===== src/rtl/axis_rr_arbiter.sv =====
// Two-slave AXI-Stream round-robin arbiter. A granted slave keeps the master
// port until its TLAST beat transfers; ties go to the slave that did not own last.
module axis_rr_arbiter #(
    parameter int DATA_WIDTH = 8,
    parameter int CNT_WIDTH  = 8
) (
    input  logic                  ACLK,
    input  logic                  ARESETn,
    input  logic [DATA_WIDTH-1:0] TDATA_in_0,
    input  logic                  TVALID_in_0,
    input  logic                  TLAST_in_0,
    output logic                  TREADY_in_0,
    input  logic [DATA_WIDTH-1:0] TDATA_in_1,
    input  logic                  TVALID_in_1,
    input  logic                  TLAST_in_1,
    output logic                  TREADY_in_1,
    output logic [DATA_WIDTH-1:0] DATA_out,
    output logic                  TVALID_out,
    output logic                  TLAST_out,
    input  logic                  TREADY_out,
    output logic [1:0]            grant,
    output logic [CNT_WIDTH-1:0]  pkt_cnt_0,
    output logic [CNT_WIDTH-1:0]  pkt_cnt_1
);

    typedef enum logic [1:0] {
        IDLE,
        GRANT0,
        GRANT1
    } state_t;

    state_t state;
    state_t next_state;
    logic   last_owner;
    logic   done_0;
    logic   done_1;

    // last_owner resets to 1 so that slave 0 wins the very first tie.
    always_ff @(posedge ACLK or negedge ARESETn) begin
        if (!ARESETn) begin
            state      <= IDLE;
            last_owner <= 1'b1;
            pkt_cnt_0  <= '0;
            pkt_cnt_1  <= '0;
        end else begin
            state <= next_state;
            if (done_0) begin
                last_owner <= 1'b0;
                pkt_cnt_0  <= pkt_cnt_0 + 1'b1;
            end
            if (done_1) begin
                last_owner <= 1'b1;
                pkt_cnt_1  <= pkt_cnt_1 + 1'b1;
            end
        end
    end

    always_comb begin
        next_state  = state;
        DATA_out    = '0;
        TVALID_out  = 1'b0;
        TLAST_out   = 1'b0;
        TREADY_in_0 = 1'b0;
        TREADY_in_1 = 1'b0;
        grant       = 2'b00;
        done_0      = 1'b0;
        done_1      = 1'b0;

        case (state)
            IDLE: begin
                if (TVALID_in_0 && TVALID_in_1) begin
                    next_state = last_owner ? GRANT0 : GRANT1;
                end else if (TVALID_in_0) begin
                    next_state = GRANT0;
                end else if (TVALID_in_1) begin
                    next_state = GRANT1;
                end
            end
            GRANT0: begin
                DATA_out    = TDATA_in_0;
                TVALID_out  = TVALID_in_0;
                TLAST_out   = TLAST_in_0;
                TREADY_in_0 = TREADY_out;
                grant       = 2'b01;
                done_0      = TVALID_in_0 && TREADY_out && TLAST_in_0;
                if (done_0) begin
                    next_state = IDLE;
                end
            end
            GRANT1: begin
                DATA_out    = TDATA_in_1;
                TVALID_out  = TVALID_in_1;
                TLAST_out   = TLAST_in_1;
                TREADY_in_1 = TREADY_out;
                grant       = 2'b10;
                done_1      = TVALID_in_1 && TREADY_out && TLAST_in_1;
                if (done_1) begin
                    next_state = IDLE;
                end
            end
            default: begin
                next_state = IDLE;
            end
        endcase
    end

endmodule


===== config.mk =====
export PLATFORM = sky130hd
export DESIGN_NAME = axis_rr_arbiter
export DESIGN_NICKNAME = d
export VERILOG_FILES = /design/src/rtl/axis_rr_arbiter.sv
export SDC_FILE = /design/constraint.sdc
export NUM_CORES = 1
export LEC_CHECK = 0
export ABC_AREA = 1
export CAP_MARGIN = 20
export CORE_ASPECT_RATIO = 1.25
export CORE_MARGIN = 1
export CORE_UTILIZATION = 30
export CTS_BUF_LIST = sky130_fd_sc_hd__clkbuf_4 sky130_fd_sc_hd__clkbuf_8
export DETAILED_ROUTE_END_ITERATION = 10
export SKIP_CTS_REPAIR_TIMING = 1
export SLEW_MARGIN = 10
export SYNTH_ARGS = -nofsm -noshare
export SYNTH_HDL_FRONTEND = slang
export SYNTH_SLANG_ARGS = --single-unit

===== constraint.sdc =====
create_clock -name ACLK -period 2 [get_ports ACLK]
set_input_delay 0.4 -clock ACLK [delete_from_list [all_inputs] [get_ports ACLK]]
set_output_delay 0.4 -clock ACLK [all_outputs]
set_load 0.02 [all_outputs]

==> qor.yml <==
worstMarginPinSlew_ps: 243.5
place_hpwl_um: 2274
grt_pass1_wl_um: 4678
die_y_um: 72.19
io_pins: 53
syn_inst: 157
peakVddDrop_mv: 0.4885
final_core_util: 0.5081
drtIter0Drc: 45
ys_seq_area_frac: 0.4032
rows: 25
cp_max_fo: 10
wl_per_cell_um: 10.43
synth_nets: 187
p_seq_frac: 0.290
clockBufferDepth: 2
cts.reportedPaths.clkPinSlew_ps: 70
syn_area_sq_um: 1182
worstPathArrival_ps: 1480
cts_num_sinks: 19
insertedDiodeCount: 0
clk_latency_ps: 250
final_common_cell: "nand2_1"
leakage_nw: 0.9851
p_comb_frac: 0.558
powerDensity_nw_per_um2: 955.5
tritoncts: "built"
multi_input_area_sq_um: 629.4
place_area_sq_um: 1896
min_path_type: "in -> async"
start_util: 0.3124
setup_tns_ps: 0
synth.largest_area_cell: "dfrtp_1"
status: "completed"
ant_nets: 0
post-place-ws_ps: -95.77
power_switching_share: 0.3997
gp_congestion: 0.7065
die_area_sq_um: 4198
routed_wl_um: 2932
drive_gt1_frac: 0.1718
fin_ws_ps: 115.6
p_int_w: 0.001103
num_vias: 1208
root_buffer: "clkbuf_8"
hold_viol_final: 0
fin_total_pwr_w: 0.001838
postSynthAreaPerCell_sq_um: 7.531
nNetsFinal: 258
fp.coreArea_sq_um: 3785
vias_per_cell: 4.299
syn_to_final_growth_pct: 62.65
drv_cap: 0
fin_skew_ps: 2.137
grt_pass1_vias: 1096
p_switching_w: 0.0007346
synth.distinct_cells: 22
die_x_um: 58.15
fmax_mhz: 530.7
slew_headroom: 0.8377
layout_common_cells: "60 x nand2_1, 38 x clkdlybuf4s50_1, 19 x buf_4"
critical_path_class: "reg -> out"
nFillCells: 385
regArea_sq_um: 476.7
htree_levels: 1
gr-total-overflow: 0
post-route-period-util: 0.9422
io_buffers: 52
synth_top_area_frac: 0.3810
synth.area.top_cells: "dfrtp_1 38%, nand2_1 19%, ha_1 7.4%"
critPathRequiredTime_ps: 1600
grt_antenna_before_repair: 0
yosys_warnings: 0
end_kind: "output port"
pwr-share-clk: 0.152
cts_buffers: 3
grt_max_degree: 20
crit_path_start_kind: "register"
fin_crit_ps: 1884
final-setup-viol-count: 0
route.detailed.drc: 0
dr.pass1.iters: 4
ys_ff_latch: 19
design_area_sq_um: 1923
grt_usage: 0.1426
final_max_slew_viol_count: 0
## final timing paths
check                                        from  slack [ps]  cells after the start                  endpoint
max                          state[0]$_DFFE_PN0P_         120                      7                TVALID_out
min                                       ARESETn         480                      2  pkt_cnt_1[5]$_DFFE_PN0P_
max reg2reg                  state[1]$_DFFE_PN0P_         270                     10  pkt_cnt_0[4]$_DFFE_PN0P_
min reg2reg                last_owner$_DFFE_PN1P_         480                      2    last_owner$_DFFE_PN1P_
max in group asynchronous                 ARESETn        1260                      2    last_owner$_DFFE_PN1P_
min in group ACLK          last_owner$_DFFE_PN1P_         480                      2    last_owner$_DFFE_PN1P_
## power groups by stage
stage	combinational (W)	sequential [W]	clock (W)
floorplan	0.000460	0.000594	0
global placement	0.00107	0.000540	0
detailed placement	0.00107	0.000539	0
CTS	0.00108	0.000533	0.000285
global route	0.00112	0.000547	0.000300
finish	0.00102	0.000533	0.000280
## routing by layer
metal,up-vias,track usage,wire [um],part of all wire
li1,626,-,-,-
met1,534,0.1725,1297,0.44
met2,44,0.2503,1410,0.48
met3,4,0.02317,185,0.063
met4,0,0.05556,39,0.013
met5,-,0,0,0
## state kept, by name, summed over array words and instances, names as in the netlist
name	cells
pkt_cnt_0	8
pkt_cnt_1	8
state	2
last_owner	1
## critical path: stages, from the launching register on
cell	delay [ps]
dfrtp_1	380
inv_1	80
buf_4	110
ha_2	180
buf_12	120
nand2_1	50
a21oi_1	120
buf_2	180
## through the flow
step / hold WS [ps] / cells
4_1_cts: 477.9 / 281
2_1_floorplan: 104.4 / 157
3_3_place_gp: 459.2 / 277
6_report: 476.2 / 281
3_5_place_dp: 466.9 / 277
5_1_grt: 502.5 / 281
## cell usage after synthesis
cell type  number
a21oi_1        10
clkbuf_1        2
clkinv_1        1
dfrtp_1        18
dfstp_2         1
ha_1            7
inv_1          17
inv_2           1
nand2_1        60
nand2_2         3
nand3_1         7
nand3b_1        1
nand4_1         2
nor2_1          8
nor2_2          1
nor2_4          1
nor2_8          1
o211ai_1        1
o21ai_0         4
o21bai_1        1
xnor2_1         4
xor2_1          6
## logic make-up (layout without fill, tap and decap cells)
logic type                 Yosys count  in the layout  share of synthesized area
xor gates and xnor gates            10             10                    0.07407
AOI/OAI and AO/OA                   16             16                    0.07196
buffers and inverters               21             91                    0.06666
DFF                                 19             19                     0.4032
and+or+nand+nor                     84             84                     0.3101
adders and majority gates            7              7                    0.07407
## layout make-up
type / count / area share
timing repair buffer: 68 / 0.3273
tap: 54 / 0.03513
multi-input combinational: 117 / 0.3273
clock buffer: 4 / 0.02537
inverter: 19 / 0.03709
sequential: 19 / 0.2479
Power figures use the tool's default switching activity.
